## src/rtl/alu_pkg.sv

```systemverilog
// Shared definitions for the 8-bit ALU stage and its command issuer.
package alu_pkg;

    // Arithmetic command set (mode = 1)
    typedef enum logic [3:0] {
        ARITH_ADD     = 4'd0,
        ARITH_SUB     = 4'd1,
        ARITH_ADD_CIN = 4'd2,
        ARITH_SUB_CIN = 4'd3,
        ARITH_INC_A   = 4'd4,
        ARITH_DEC_A   = 4'd5,
        ARITH_INC_B   = 4'd6,
        ARITH_DEC_B   = 4'd7,
        ARITH_CMP     = 4'd8,
        ARITH_INC_MUL = 4'd9,
        ARITH_SHL_MUL = 4'd10
    } arith_cmd_e;

    // Logic command set (mode = 0)
    typedef enum logic [3:0] {
        LOGIC_AND     = 4'd0,
        LOGIC_NAND    = 4'd1,
        LOGIC_OR      = 4'd2,
        LOGIC_NOR     = 4'd3,
        LOGIC_XOR     = 4'd4,
        LOGIC_XNOR    = 4'd5,
        LOGIC_NOT_A   = 4'd6,
        LOGIC_NOT_B   = 4'd7,
        LOGIC_SHR1_A  = 4'd8,
        LOGIC_SHL1_A  = 4'd9,
        LOGIC_SHR1_B  = 4'd10,
        LOGIC_SHL1_B  = 4'd11,
        LOGIC_ROL_A_B = 4'd12,
        LOGIC_ROR_A_B = 4'd13
    } logic_cmd_e;

    // Which operands the ALU should treat as valid
    typedef enum logic [1:0] {
        INV_INP           = 2'b00,
        OPA_VALID         = 2'b01,
        OPB_VALID         = 2'b10,
        OPA_AND_OPB_VALID = 2'b11
    } inp_valid_e;

    // Request word layout: {tag, mode, cmd, inp_valid, cin, opa, opb}
    localparam int REQ_BASE_W = 24;
    localparam int OPB_LSB    = 0;
    localparam int OPA_LSB    = 8;
    localparam int CIN_BIT    = 16;
    localparam int INPV_LSB   = 17;
    localparam int CMD_LSB    = 19;
    localparam int MODE_BIT   = 23;
    localparam int TAG_LSB    = 24;

    // Flag vector bit positions: {err, ov, cout, g, l, e}
    localparam int FLAG_W    = 6;
    localparam int FLAG_ERR  = 5;
    localparam int FLAG_OV   = 4;
    localparam int FLAG_COUT = 3;
    localparam int FLAG_G    = 2;
    localparam int FLAG_L    = 1;
    localparam int FLAG_E    = 0;

    // Total request word width for a given tag width
    function automatic int req_word_w(input int tag_w);
        return tag_w + REQ_BASE_W;
    endfunction

endpackage

```

## src/rtl/alu_req_fifo.sv

```systemverilog
// Synchronous request FIFO; the head entry is visible on dout without a read delay.
module alu_req_fifo
    import alu_pkg::*;
#(
    parameter int DEPTH = 4,
    parameter int WIDTH = 28
) (
    input  logic                     clk,
    input  logic                     rst,
    input  logic                     push,
    input  logic                     pop,
    input  logic [WIDTH-1:0]         din,
    output logic [WIDTH-1:0]         dout,
    output logic                     full,
    output logic                     empty,
    output logic [$clog2(DEPTH):0]   level
);

    localparam int AW = $clog2(DEPTH);
    localparam int LW = AW + 1;

    logic [WIDTH-1:0] mem [DEPTH];
    logic [AW-1:0]    wr_ptr;
    logic [AW-1:0]    rd_ptr;
    logic             do_push;
    logic             do_pop;

    assign full    = (level == LW'(DEPTH));
    assign empty   = (level == '0);
    assign do_push = push && !full;
    assign do_pop  = pop && !empty;
    assign dout    = mem[rd_ptr];

    // Storage array, written at the tail; contents need no reset since level gates them
    always_ff @(posedge clk) begin
        if (do_push) begin
            mem[wr_ptr] <= din;
        end
    end

    // Pointers wrap naturally because DEPTH is a power of two; level tracks occupancy
    always_ff @(posedge clk) begin
        if (rst) begin
            wr_ptr <= '0;
            rd_ptr <= '0;
            level  <= '0;
        end else begin
            if (do_push) begin
                wr_ptr <= wr_ptr + AW'(1);
            end
            if (do_pop) begin
                rd_ptr <= rd_ptr + AW'(1);
            end
            if (do_push && !do_pop) begin
                level <= level + LW'(1);
            end else if (do_pop && !do_push) begin
                level <= level - LW'(1);
            end
        end
    end

endmodule

```

## src/rtl/alu_issue_ctrl.sv

```systemverilog
// Issues buffered ALU requests one per cycle and returns tagged results with backpressure.
module alu_issue_ctrl
    import alu_pkg::*;
#(
    parameter int DEPTH = 4,
    parameter int TAG_W = 4
) (
    input  logic                     clk,
    input  logic                     rst,
    input  logic                     req_valid,
    output logic                     req_ready,
    input  logic [TAG_W-1:0]         req_tag,
    input  logic                     req_mode,
    input  logic [3:0]               req_cmd,
    input  logic [1:0]               req_inp_valid,
    input  logic                     req_cin,
    input  logic [7:0]               req_opa,
    input  logic [7:0]               req_opb,
    output logic                     alu_ce,
    output logic                     alu_mode,
    output logic                     alu_cin,
    output logic [3:0]               alu_cmd,
    output logic [1:0]               alu_inp_valid,
    output logic [7:0]               alu_opa,
    output logic [7:0]               alu_opb,
    input  logic [15:0]              alu_res,
    input  logic                     alu_err,
    input  logic                     alu_ov,
    input  logic                     alu_cout,
    input  logic                     alu_g,
    input  logic                     alu_l,
    input  logic                     alu_e,
    output logic                     rsp_valid,
    input  logic                     rsp_ready,
    output logic [TAG_W-1:0]         rsp_tag,
    output logic [15:0]              rsp_res,
    output logic [5:0]               rsp_flags,
    output logic [$clog2(DEPTH):0]   fifo_level,
    output logic [15:0]              err_cnt
);

    localparam int REQ_W = req_word_w(TAG_W);

    logic [REQ_W-1:0] req_word;
    logic [REQ_W-1:0] head_word;
    logic             fifo_full;
    logic             fifo_empty;
    logic             push;
    logic             pop;
    logic             stall;
    logic [TAG_W-1:0] issue_tag;

    logic             s1_v;
    logic [TAG_W-1:0] s1_tag;
    logic             s2_v;
    logic [TAG_W-1:0] s2_tag;

    assign req_word = {req_tag, req_mode, req_cmd, req_inp_valid, req_cin, req_opa, req_opb};

    assign req_ready = !fifo_full;
    assign push      = req_valid && req_ready;
    assign stall     = s2_v && !rsp_ready;
    assign alu_ce    = !stall;
    assign pop       = alu_ce && !fifo_empty;

    alu_req_fifo #(
        .DEPTH (DEPTH),
        .WIDTH (REQ_W)
    ) u_fifo (
        .clk   (clk),
        .rst   (rst),
        .push  (push),
        .pop   (pop),
        .din   (req_word),
        .dout  (head_word),
        .full  (fifo_full),
        .empty (fifo_empty),
        .level (fifo_level)
    );

    // Drive ALU pins from the FIFO head, or an all-zero invalid bubble when nothing is queued
    always_comb begin
        alu_mode      = 1'b0;
        alu_cin       = 1'b0;
        alu_cmd       = 4'd0;
        alu_inp_valid = INV_INP;
        alu_opa       = 8'd0;
        alu_opb       = 8'd0;
        issue_tag     = '0;
        if (!fifo_empty) begin
            alu_mode      = head_word[MODE_BIT];
            alu_cin       = head_word[CIN_BIT];
            alu_cmd       = head_word[CMD_LSB +: 4];
            alu_inp_valid = head_word[INPV_LSB +: 2];
            alu_opa       = head_word[OPA_LSB +: 8];
            alu_opb       = head_word[OPB_LSB +: 8];
            issue_tag     = head_word[TAG_LSB +: TAG_W];
        end
    end

    // Valid/tag shadow of the ALU's input and output registers, frozen together with the ALU
    always_ff @(posedge clk) begin
        if (rst) begin
            s1_v   <= 1'b0;
            s1_tag <= '0;
            s2_v   <= 1'b0;
            s2_tag <= '0;
        end else if (alu_ce) begin
            s1_v   <= pop;
            s1_tag <= issue_tag;
            s2_v   <= s1_v;
            s2_tag <= s1_tag;
        end
    end

    assign rsp_valid = s2_v;
    assign rsp_tag   = s2_tag;
    assign rsp_res   = alu_res;
    assign rsp_flags = {alu_err, alu_ov, alu_cout, alu_g, alu_l, alu_e};

    // Saturating count of delivered responses that carried an ALU error
    always_ff @(posedge clk) begin
        if (rst) begin
            err_cnt <= 16'd0;
        end else if (rsp_valid && rsp_ready && alu_err && (err_cnt != 16'hFFFF)) begin
            err_cnt <= err_cnt + 16'd1;
        end
    end

endmodule

```

## config.mk

```make
export PLATFORM = sky130hd
export DESIGN_NAME = alu_issue_ctrl
export DESIGN_NICKNAME = d
export VERILOG_FILES = /design/src/rtl/alu_pkg.sv /design/src/rtl/alu_req_fifo.sv /design/src/rtl/alu_issue_ctrl.sv
export SDC_FILE = /design/constraint.sdc
export NUM_CORES = 1
export LEC_CHECK = 0
export ABC_AREA = 1
export BUFFER_PORTS_ARGS = -buffer_cell sky130_fd_sc_hd__buf_2
export CAP_MARGIN = 30
export CORE_AREA = 2 2 110 112
export CTS_CLUSTER_DIAMETER = 120
export DETAILED_ROUTE_END_ITERATION = 8
export DIE_AREA = 0 0 112 114
export HOLD_SLACK_MARGIN = 0.06
export PLACE_DENSITY = 0.87
export SYNTH_ARGS = -nofsm -noshare
export SYNTH_HDL_FRONTEND = slang
export SYNTH_SLANG_ARGS = --single-unit
```

## constraint.sdc

```tcl
create_clock -name clk -period 2.6 [get_ports clk]
set_input_delay 0.65 -clock clk [delete_from_list [all_inputs] [get_ports clk]]
set_output_delay 0.65 -clock clk [all_outputs]
set_load 0.005 [all_outputs]
```

**Word-level counts from Yosys, hierarchy flattened**

Memories as Yosys holds them, arrays and structs flattened. A register that Yosys moved wholly into a read port is not among the register bits.
Cells that the tools add are included.

- Memories kept: 1
- Output and inout port bits: 72
- Flip-flop bits (word level): 33
- Memory bits (writable): 112

- Mux-type cells: 13
- Add/subtract/negate cells: 5
- Eq/ne operators: 2
- Reduce and logical (&&, ||, !) cells: 18

Memory list:

| memory | depth | width | rd ports | clocked after memory_dff | wr ports | line | RTL |
|---|---|---|---|---|---|---|---|
| u_fifo.mem | 4 | 28 | 1 | 1 | 1 | alu_req_fifo.sv:22 | `logic [WIDTH-1:0] mem [DEPTH];` |

Operators with widths:

| operator | number |
|---|---|
| 16-bit by 1-bit adder with 16-bit output (second input constant) | 1 |
| 8-bit 2-to-1 mux | 2 |
| 16-bit != test (second input constant) | 1 |
| 1-bit logical AND | 10 |
| 4-bit 2-to-1 mux | 2 |
| 1-bit logical NOT | 6 |
| 2-bit 2-to-1 mux | 3 |
| 3-bit 2-to-1 mux | 2 |
| 2-bit by 1-bit adder with 2-bit output (second input constant) | 2 |
| 1-bit 2-to-1 mux | 4 |
| 3-bit by 1-bit adder with 3-bit output (second input constant) | 1 |
| 3-bit == test (second input constant) | 1 |
| 3-bit logical NOT | 1 |
| 3-bit by 1-bit subtractor with 3-bit output (second input constant) | 1 |
| 2-bit nonzero test | 1 |

**Depth between registers and ports, before layout**

Gate-level depths: netlist (run 1).

- Depth in word-level cells: 8
- Depth in mapped cells: 11

**Modules after synthesis**

From an unflattened synthesis (run 1), not the netlist that was laid out.

- Cells, all modules: 614
- Area total of the unflattened synthesis: 6,309.8 µm²

By module, submodules not included:

| module | seq. area each (µm²) | instances | area each (µm²) | cells each |
|---|---|---|---|---|
| alu_req_fifo | 3,543.4 | 1 | 4,644.5 | 341 |
| alu_issue_ctrl | 520.5 | 1 | 1,665.3 | 273 |

**Least setup slack after synthesis (run 1)**

No wires, ideal clock.

- Path kind: input port to flip-flop
- Start: input req_valid
- End: memory u_fifo.mem[0][0] (enable)
- Arrival time: 2,008 ps
- Required time: 2,187 ps
- Setup time: 413 ps
- Setup slack: 179 ps
- Cell stages on the path: 2
- Path buffers: 0
- Path through: nand2_1 -> nor2_1

- Longest elaborated chain between the ends: 4

RTL lines:

| what | line | RTL |
|---|---|---|
| start, declared | alu_issue_ctrl.sv:10 | `input logic req_valid,` |
| 1-bit logical AND | alu_issue_ctrl.sv:61 | `assign push = req_valid && req_ready;` |
| 1-bit logical AND | alu_req_fifo.sv:30 | `assign do_push = push && !full;` |
| 1-bit 2-to-1 mux | alu_req_fifo.sv:36 | `if (do_push) begin` |
| 1-bit 2-to-1 mux (not written as such) | alu_req_fifo.sv:37 | `mem[wr_ptr] <= din;` |
| end, declared | alu_req_fifo.sv:22 |  |

No other way between the ends.

==> results of run 1 <==
-- power by group --
part	switching [mW]	internal (mW)	leakage, nW	total [mW]
Combinational	1.28	0.749	1.15	2.03
Clock	1.01	1.63	0.311	2.64
Sequential	0.168	2.82	1.31	2.99
-- kinds of logic (layout without fill, tap and decap cells) --
family | Yosys count | in the layout
AOI/OAI and AO/OA | 120 | 120
adders and majority gates | 7 | 7
buffers and inverters | 72 | 155
DFF | 147 | 147
and+or+nand+nor | 242 | 242
-- worst max-delay path: stages, from the launching register on --
cell and delay (ns):
dfxtp_4 0.49, buf_6 0.24, nor2_1 0.08, nor2_1 0.10
o21ai_0 0.12, a21oi_1 0.22, buf_2 0.15
-- per-stage QoR --
step	power [mW]	instances	worst slack (ns)	utilization	hold slack, ns
floorplan	4.20	588	0.179	-	0.441
global placement	4.92	786	0.275	0.571	0.453
detailed placement	5.01	786	0.248	0.571	0.459
CTS	7.69	818	0.0412	0.627	0.413
global route	8.06	818	0.00195	0.627	0.421
finish	7.66	818	0.127	0.627	0.431
-- worst max path at each step --
stage / start / end / cells after the start
after floorplan: req_valid / u_fifo.mem[0][0]$_DFFE_PP_ / 2
after global placement: rsp_ready / u_fifo.level[2]$_SDFFE_PP0P_ / 11
after detailed placement: rsp_ready / u_fifo.level[2]$_SDFFE_PP0P_ / 11
after CTS: register / alu_cmd[0] / 6
after global routing: register / alu_cmd[0] / 6
final: register / alu_cmd[0] / 6
-- registers in the layout (all words and copies together) (netlist names), named ones only --
| signal | cells |
|---|---|
| u_fifo.wr_ptr | 2 |
| rsp_valid | 1 |
| s1_v | 1 |
| rsp_tag | 4 |
| s1_tag | 4 |
| u_fifo.level | 3 |
| err_cnt | 16 |
| u_fifo.mem | 112 |
| u_fifo.rd_ptr | 2 |
-- routing by layer --
| layer | GRT usage | vias up |
|---|---|---|
| met2 | 0.365 | 182 |
| met1 | 0.239 | 2098 |
| li1 | - | 2126 |
| met4 | 0.105 | 2 |
| met5 | 0 | - |
| met3 | 0.0792 | 24 |
-- Yosys cell counts, drive strengths merged --
cell and number:
nor2 165, edfxtp 112, o21ai 69, nand2 54, a21oi 47, dfxtp 35
buf 33, inv 25, nand3 16, clkbuf 13, ha 6, o22ai 4
nand4 3, nor3 3, clkinv 1, fa 1, nor3b 1
-- area by class of cell --
| type | instances | area share |
|---|---|---|
| Multi-Input combinational cell | 369 | 0.241 |
| Inverter | 26 | 0.0136 |
| Clock buffer | 17 | 0.0579 |
| Sequential cell | 147 | 0.554 |
| Tap cell | 147 | 0.0250 |
| Timing Repair Buffer | 97 | 0.0787 |
| Clock inverter | 15 | 0.0296 |
-- timing repair --
item | 4_1_cts | 5_1_grt
endpoints found under the setup margin | 15 | 3
resized for setup | 2 | 2
endpoints found under the hold margin | 0 | 0
pin swaps | 0 | 0
buffers inserted | 0 | 0
==> impl_metrics.json, run 1 <==
{
  "status": "completed",
  "hpwl_um": 8190,
  "min_from": "req_opa[0]",
  "drive_above_1_share": 0.227,
  "p_per_area_mw_per_mm2": 1040,
  "dieArea_mm2": 0.0128,
  "start_util": 0.528,
  "die_w_um": 112,
  "cap_violations": 0,
  "final_nets": 719,
  "area_delta_synth_final_pct": 18.8,
  "fin_area_mm2": 0.00735,
  "cts_tree": "yes",
  "r2r_setup_slack_ns": 0.53,
  "rows": 40,
  "fillCellCount": 881,
  "cts.sinks": 147,
  "totalWireLength_um": 13300,
  "vias": 4432,
  "synth_top_area_cell": "edfxtp_1",
  "netlist_area_mm2": 0.00618,
  "r2r_cells": 10,
  "ant_nets": 0,
  "cp.arrival_ns": 1.82,
  "max-slew-margin-rel": 0.552,
  "die_h_um": 114,
  "rsz0062_at_grt": "no",
  "gp_congestion": 0.882,
  "synthMuxAreaShare": 0,
  "pin_count": 126,
  "fin_setup_tns_ns": 0,
  "finalHoldViolCount": 0,
  "mostFrequentLayoutCell": "nor2_1",
  "yosysWarnings": 0,
  "clk_path_buf_depth": 2,
  "wl_met2_um": 6870,
  "highest_layer": "met5",
  "met3_length_um": 1110,
  "placed_area_mm2": 0.00669,
  "worstReg2RegEnd": "u_fifo.level[2]$_SDFFE_PP0P_",
  "hold_end": "u_fifo.mem[3][8]$_DFFE_PP_",
  "drc_errors": 0,
  "postSynthCellCount": 588,
  "grt_pass1_wl_um": 20900,
  "fmax_mhz": 404,
  "vdd_drop_max_mv": 0.837,
  "clock-root-buffer": "clkbuf_16",
  "setup-violations-final": 0,
  "drt-initial-drc-count": 359,
  "cts_max_level": 4,
  "postSynthRegisterBits": 147,
  "synth-compound-area-share": 0.0985,
  "cts_made_buffers": 17,
  "crit_required_ns": 1.95,
  "gr-usage-all-layers": 0.214,
  "critPathKind": "register to primary output",
  "synth_cell_types": 30,
  "cts_hold_buffers": 0,
  "critPathCaptureType": "primary output",
  "overflow": 0,
  "antenna_found_initial": 1,
  "yosysSeqAreaShare": 0.657,
  "layout_common_cells": "154 x nor2_1, 112 x edfxtp_1, 83 x buf_2",
  "grt_max_degree": 50,
  "synth-xor-area-share": 0,
  "crit_fanout": 21,
  "grt_pass1_vias": 4333,
  "hp-class": "primary input to register",
  "finalCritPeriodShare": 0.951,
  "ys_top_cells_by_area": "edfxtp_1 54%, dfxtp_1 11%, nor2_1 9.6%",
  "diodes": 0,
  "tightestPinTransition_ns": 0.672,
  "synth_fa_ha_area_frac": 0.0154,
  "drv_slew": 0,
  "synth.top_cell.area_share": 0.544,
  "first_pass_iters": 5,
  "wire_per_inst_um": 16.2,
  "seq_area_mm2": 0.00407,
  "synth_area_per_cell_um2": 10.5,
  "holdPathStages": 1,
  "syn_nets": 649,
  "startpoint_type": "register",
  "leakage_nw": 2.78,
  "met1Wirelength_um": 5090,
  "multi_input_area_mm2": 0.00177,
  "yosys.area_share.simple": 0.167,
  "core_area_mm2": 0.0117,
  "synth_top_family_by_area": "simple AND/OR/NAND/NOR gates",
  "viasPerCell": 5.42,
  "period_minus_slack_ns": 2.47,
  "clk_latency_ns": 0.43,
  "skew_ns": 0.00839,
  "reg2reg_from": "u_fifo.level[0]$_SDFFE_PP0P_",
  "port-buffer-count": 83,
  "clk_pin_slew_ns": 0.06
}
Note: power is estimated with default switching activity, not from simulation.
==> run 2: changes to the inputs <==
Settings changed: CORE_AREA 2 2 110 112 to 2 2 100 122, DIE_AREA 0 0 112 114 to 0 0 102 124, PLACE_DENSITY 0.87 to 0.88.
==> impl_metrics.json, run 2 (synthesized netlist as in run 1, its figures left out) <==
{
  "slowest_stage": "dfxtp_2",
  "hpwl_um": 8030,
  "grt_pass1_vias": 4441,
  "leakage_nw": 2.73,
  "gp_congestion": 0.831,
  "clock-root-buffer": "clkbuf_16",
  "cp.arrival_ns": 1.80,
  "dieArea_mm2": 0.0126,
  "fmax_mhz": 408,
  "final_nets": 717,
  "cp_num_buf_inv": 2,
  "critPathKind": "register to primary output",
  "cts_max_level": 4,
  "fin_setup_tns_ns": 0,
  "cp_cell_sequence": "buf_4 > nor2_1 > nor2_1 > o21ai_0 > a21oi_1 > buf_2",
  "reg2reg_from": "u_fifo.level[0]$_SDFFE_PP0P_",
  "status": "completed",
  "mostFrequentLayoutCell": "nor2_1",
  "setup-violations-final": 0,
  "finalHoldViolCount": 0,
  "period_minus_slack_ns": 2.45,
  "drt-initial-drc-count": 349,
  "largest_register": "u_fifo.mem",
  "finalCritPeriodShare": 0.942,
  "largest_reg_flops": 112,
  "max-slew-margin-rel": 0.540,
  "cap_violations": 0,
  "cp_common_cell": "nor2_1",
  "core_area_mm2": 0.0114,
  "gr-usage-all-layers": 0.223,
  "rows": 43,
  "area_delta_synth_final_pct": 16.8,
  "cts_made_buffers": 17,
  "reg_top3": "u_fifo.mem (112), err_cnt (16)",
  "cts.sinks": 147,
  "cp.depth": 6,
  "worstReg2RegEnd": "u_fifo.level[2]$_SDFFE_PP0P_",
  "clk_pin_slew_ns": 0.06,
  "first_pass_iters": 5,
  "start_util": 0.542,
  "cp_top_family": "buffers and inverters",
  "cts_resized": 0,
  "multi_input_area_mm2": 0.00175,
  "rsz0062_at_grt": "no",
  "r2r_cells": 11,
  "die_h_um": 124,
  "drv_slew": 0,
  "crit_end": "alu_opb[1]",
  "cts_tree": "yes",
  "port-buffer-count": 83,
  "wire_per_inst_um": 16.5,
  "fillCellCount": 837,
  "die_w_um": 102,
  "layout_common_cells": "154 x nor2_1, 112 x edfxtp_1, 83 x buf_2",
  "setup_ws_ns": 0.150,
  "overflow": 0,
  "grt_pass1_wl_um": 21100,
  "grt_max_degree": 35,
  "tightestPinTransition_ns": 0.689,
  "drc_errors": 0,
  "skew_ns": 0.00891,
  "preCtsSetupSlack_ns": 0.263,
  "cts_hold_buffers": 0,
  "fin_area_mm2": 0.00722,
  "clk_latency_ns": 0.42,
  "critPathCaptureType": "primary output",
  "diodes": 0,
  "r2r_setup_slack_ns": 0.47,
  "cts_setup_buffers": 0,
  "totalWireLength_um": 13600,
  "startpoint_type": "register",
  "placed_area_mm2": 0.00663,
  "antenna_found_initial": 0,
  "hp-class": "primary input to register",
  "crit_fanout": 32,
  "vias": 4431,
  "power_mw": 7.44,
  "viasPerCell": 5.36,
  "seq_area_mm2": 0.00407,
  "drive_above_1_share": 0.218,
  "cp_slowest_stage_delay_ns": 0.35,
  "crit_required_ns": 1.95,
  "vdd_drop_max_mv": 0.746,
  "ant_nets": 0,
  "clk_path_buf_depth": 2,
  "p_per_area_mw_per_mm2": 1030,
  "pin_count": 126
}
-- run 2: cell count changes in the layout (fill, tap and decap cells not counted), moves of 2 or more --
cell / previous run / this run
buf_12: 4 / 1
nor2_4: 10 / 6
buf_4: 8 / 11
clkbuf_1: 0 / 3
inv_8: 3 / 0
buf_6: 2 / 0
nor2_2: 1 / 5
-- run 2: how the worst min path moves through the flow --
| stage | start | endpoint | slack [ns] | cells past startpoint |
|---|---|---|---|---|
| after floorplan | s1_v$_SDFFE_PP0N_ | rsp_valid$_SDFFE_PP0N_ | 0.44 | 2 |
| after global placement | s1_tag[3]$_SDFFE_PP0N_ | s1_tag[3]$_SDFFE_PP0N_ | 0.45 | 2 |
| after detailed placement | s1_v$_SDFFE_PP0N_ | rsp_valid$_SDFFE_PP0N_ | 0.46 | 2 |
| after CTS | req_opa[1] | u_fifo.mem[0][9]$_DFFE_PP_ | 0.43 | 1 |
| after global routing | req_opa[1] | u_fifo.mem[0][9]$_DFFE_PP_ | 0.43 | 1 |
| final | req_opb[4] | u_fifo.mem[1][4]$_DFFE_PP_ | 0.44 | 1 |
-- run 2: cell type report --
class,instances,share of cell area
clock inverters,12,0.0213
multi-input cells,369,0.243
inverters,26,0.0135
repair buffers,95,0.0717
clock buffers,20,0.0605
well taps,157,0.0272
flip-flops and latches,147,0.563
-- run 2: routing by layer --
| layer | track usage | up-vias | wire length (um) |
|---|---|---|---|
| met2 | 0.396 | 224 | 7220 |
| li1 | - | 2124 | - |
| met5 | 0 | - | 0 |
| met4 | 0.0958 | 0 | 255 |
| met3 | 0.0724 | 27 | 1140 |
| met1 | 0.243 | 2056 | 4980 |
-- run 2: metrics by stage --
step,instances,utilization,hold slack (ns)
3_3_place_gp,794,0.581,0.452
3_5_place_dp,794,0.581,0.455
2_1_floorplan,588,-,0.441
6_report,826,0.633,0.439
4_1_cts,826,0.633,0.430
5_1_grt,826,0.633,0.431
-- run 2: power breakdown --
group          switching [mW]  internal, mW
Combinational            1.33         0.719
Sequential              0.127          2.82
Clock                   0.935          1.51
Total                    2.39          5.05
-- run 2: worst reg2reg max path, stage by stage (launching register included) --
cell and delay (ns):
dfxtp_1 0.48, nor2_1 0.08, nand2_1 0.08, nand2_1 0.22
inv_1 0.13, ha_1 0.15, inv_1 0.06, fa_1 0.38
a21oi_1 0.14, o21ai_0 0.11, o21ai_0 0.15, a21oi_1 0.06
==> run 3: changes to the inputs <==
Settings changed: ABC_AREA 1 to 0, CORE_AREA 2 2 100 122 to 2 2 100 121, DIE_AREA 0 0 102 124 to 0 0 102 123, PLACE_DENSITY 0.88 to 0.86.
==> impl_metrics.json, run 3 <==
{
  "status": "completed",
  "rsz0062_at_grt": "no",
  "critPathKind": "register to primary output",
  "grt_pass1_vias": 3664,
  "critPathCaptureType": "primary output",
  "r2r_cells": 8,
  "synth_top_area_cell": "edfxtp_1",
  "finalHoldViolCount": 0,
  "syn_nets": 441,
  "grt_max_degree": 39,
  "drc_errors": 0,
  "multi_input_area_mm2": 0.00166,
  "cts_hold_buffers": 0,
  "tightestPinTransition_ns": 0.755,
  "cap_violations": 0,
  "yosysSeqAreaShare": 0.680,
  "rows": 43,
  "largest_reg_flops": 112,
  "pin_count": 126,
  "layout_common_cells": "112 x edfxtp_1, 83 x buf_2, 34 x dfxtp_1",
  "leakage_nw": 2.56,
  "postSynthRegisterBits": 147,
  "netlist_area_mm2": 0.00597,
  "holdPathStages": 1,
  "port-buffer-count": 83,
  "ys.flop_type": "edfxtp_1",
  "p_comb_frac": 0.237,
  "core_area_mm2": 0.0114,
  "fin_setup_tns_ns": 0,
  "p_sw_frac": 0.269,
  "synth.top_cell.area_share": 0.563,
  "clk_latency_ns": 0.42,
  "start_util": 0.524,
  "crit_fanout": 14,
  "overflow": 0,
  "internal-power_mw": 5.16,
  "viasPerCell": 5.58,
  "cts_tree": "yes",
  "largest_register": "u_fifo.mem",
  "ant_nets": 0,
  "cts_max_level": 4,
  "yosysWarnings": 0,
  "die_w_um": 102,
  "first_pass_iters": 4,
  "die_h_um": 123,
  "synth-async-reset-ratio": 0,
  "clock-root-buffer": "clkbuf_16",
  "cp.arrival_ns": 1.82,
  "sequentialPowerShare": 0.414,
  "clock_power_share": 0.349,
  "gr-usage-all-layers": 0.203,
  "gp_congestion": 0.874,
  "totalWireLength_um": 11900,
  "drt-initial-drc-count": 234,
  "vias": 3529,
  "synth_cell_types": 39,
  "reg2reg_from": "u_fifo.level[0]$_SDFFE_PP0P_",
  "min_from": "req_opa[3]",
  "cts_setup_buffers": 0,
  "cts_made_buffers": 17,
  "slowest_stage": "mux4_2",
  "clk_path_buf_depth": 2,
  "setup-violations-final": 0,
  "cts_resized": 0,
  "cp_slowest_stage_delay_ns": 0.52,
  "seq_area_mm2": 0.00407,
  "fin_util": 0.625,
  "diodes": 0,
  "hpwl_um": 7330,
  "p_per_area_mw_per_mm2": 991,
  "cts.sinks": 147,
  "crit_required_ns": 1.95,
  "period_minus_slack_ns": 2.47,
  "synth_edf_count": 112,
  "area_delta_synth_final_pct": 19.3,
  "finalCritPeriodShare": 0.950,
  "synth.most_common_cell": "edfxtp_1",
  "synth_common_cells": "112 x edfxtp_1, 35 x dfxtp_1, 29 x nor2b_1",
  "final_nets": 523,
  "skew_ns": 0.0146,
  "drive_above_1_share": 0.358,
  "synth_area_per_cell_um2": 15.7,
  "vdd_drop_max_mv": 0.633,
  "postSynthCellCount": 380,
  "dieArea_mm2": 0.0125,
  "fmax_mhz": 405,
  "hp-class": "primary input to register",
  "wire_per_inst_um": 18.8,
  "fillCellCount": 835,
  "power.switching_mw": 1.90,
  "grt_pass1_wl_um": 18500,
  "mostFrequentLayoutCell": "edfxtp_1",
  "cp_cell_sequence": "buf_12 > mux4_2 > nor2b_1 > buf_2",
  "antenna_found_initial": 0,
  "max-slew-margin-rel": 0.492,
  "reg_top3": "u_fifo.mem (112), err_cnt (16)",
  "drv_slew": 0,
  "ys_top_cells_by_area": "edfxtp_1 56%, dfxtp_1 12%, mux4_2 11%",
  "clk_pin_slew_ns": 0.06,
  "startpoint_type": "register"
}
==> run 3: changes by cell type in the layout (fill, tap and decap cells not counted), moves of 9 or more <==
cell / delta
nand3_1: -9
nor2_1: -133
nand2_1: -37
a21oi_1: -29
nor2b_1: +29
mux4_2: +28
o21ai_0: -61
inv_1: -14
==> run 3: worst max-delay path, delay by kind of cell (launching register included) <==
| family | cells | cell delay [ns] |
|---|---|---|
| DFF | 1 | 0.37 |
| muxes | 1 | 0.52 |
| and+or+nand+nor | 1 | 0.17 |
| buffers and inverters | 2 | 0.34 |
==> run 3: cell type report <==
class	instances	share of cell area
flip-flops and latches	147	0.570
clock inverters	14	0.0244
repair buffers	100	0.0804
clock buffers	18	0.0602
inverters	9	0.00474
multi-input cells	187	0.232
well taps	157	0.0276
==> run 3: layer usage <==
metal | track usage | part of all wire | vias to the layer above
li1 | - | - | 1592
met2 | 0.346 | 0.53 | 152
met4 | 0.0875 | 0.016 | 0
met1 | 0.235 | 0.39 | 1761
met3 | 0.0650 | 0.066 | 24
met5 | 0 | 0 | -
==> run 3: power groups by stage <==
| stage | clock, mW | combinational [mW] | sequential [mW] |
|---|---|---|---|
| floorplan | 0 | 1.06 | 2.93 |
| global placement | 0 | 1.59 | 2.94 |
| detailed placement | 0 | 1.64 | 2.96 |
| CTS | 2.51 | 1.67 | 2.92 |
| global route | 2.61 | 1.84 | 2.94 |
| finish | 2.47 | 1.67 | 2.92 |
==> run 3: path summary, 6_finish.rpt <==
path	endpoint	slack [ns]
worst max-delay path	alu_opb[6]	0.13
worst min-delay path	u_fifo.mem[0][11]$_DFFE_PP_	0.44
worst max register to register	u_fifo.level[2]$_SDFFE_PP0P_	0.40
worst min register to register	rsp_tag[2]$_SDFFE_PP0N_	0.46
==> run 3: stage by stage <==
| step | cells | hold slack [ns] | power (mW) | worst slack, ns | cell area [um^2] |
|---|---|---|---|---|---|
| after floorplan | 380 | 0.437 | 3.99 | 0.198 | 5970 |
| after CTS | 631 | 0.427 | 7.09 | 0.0486 | 7100 |
| after global placement | 599 | 0.444 | 4.53 | 0.250 | 6500 |
| after detailed placement | 599 | 0.454 | 4.60 | 0.172 | 6500 |
| after global routing | 632 | 0.430 | 7.39 | 0.0479 | 7130 |
| final | 632 | 0.445 | 7.06 | 0.130 | 7130 |
==> run 3: cell families (layout without fill, tap and decap cells) <==
logic type / Yosys count / count (layout) / synth area share
AO/OA/AOI/OAI: 35 / 35 / 0.0346
XOR/XNOR: 5 / 5 / 0.00733
adder cells (fa/ha/maj): 7 / 7 / 0.0159
buffers and inverters: 46 / 141 / 0.0434
flip-flops: 147 / 147 / 0.680
multiplexers: 34 / 34 / 0.116
AND/OR/NAND/NOR: 106 / 106 / 0.102
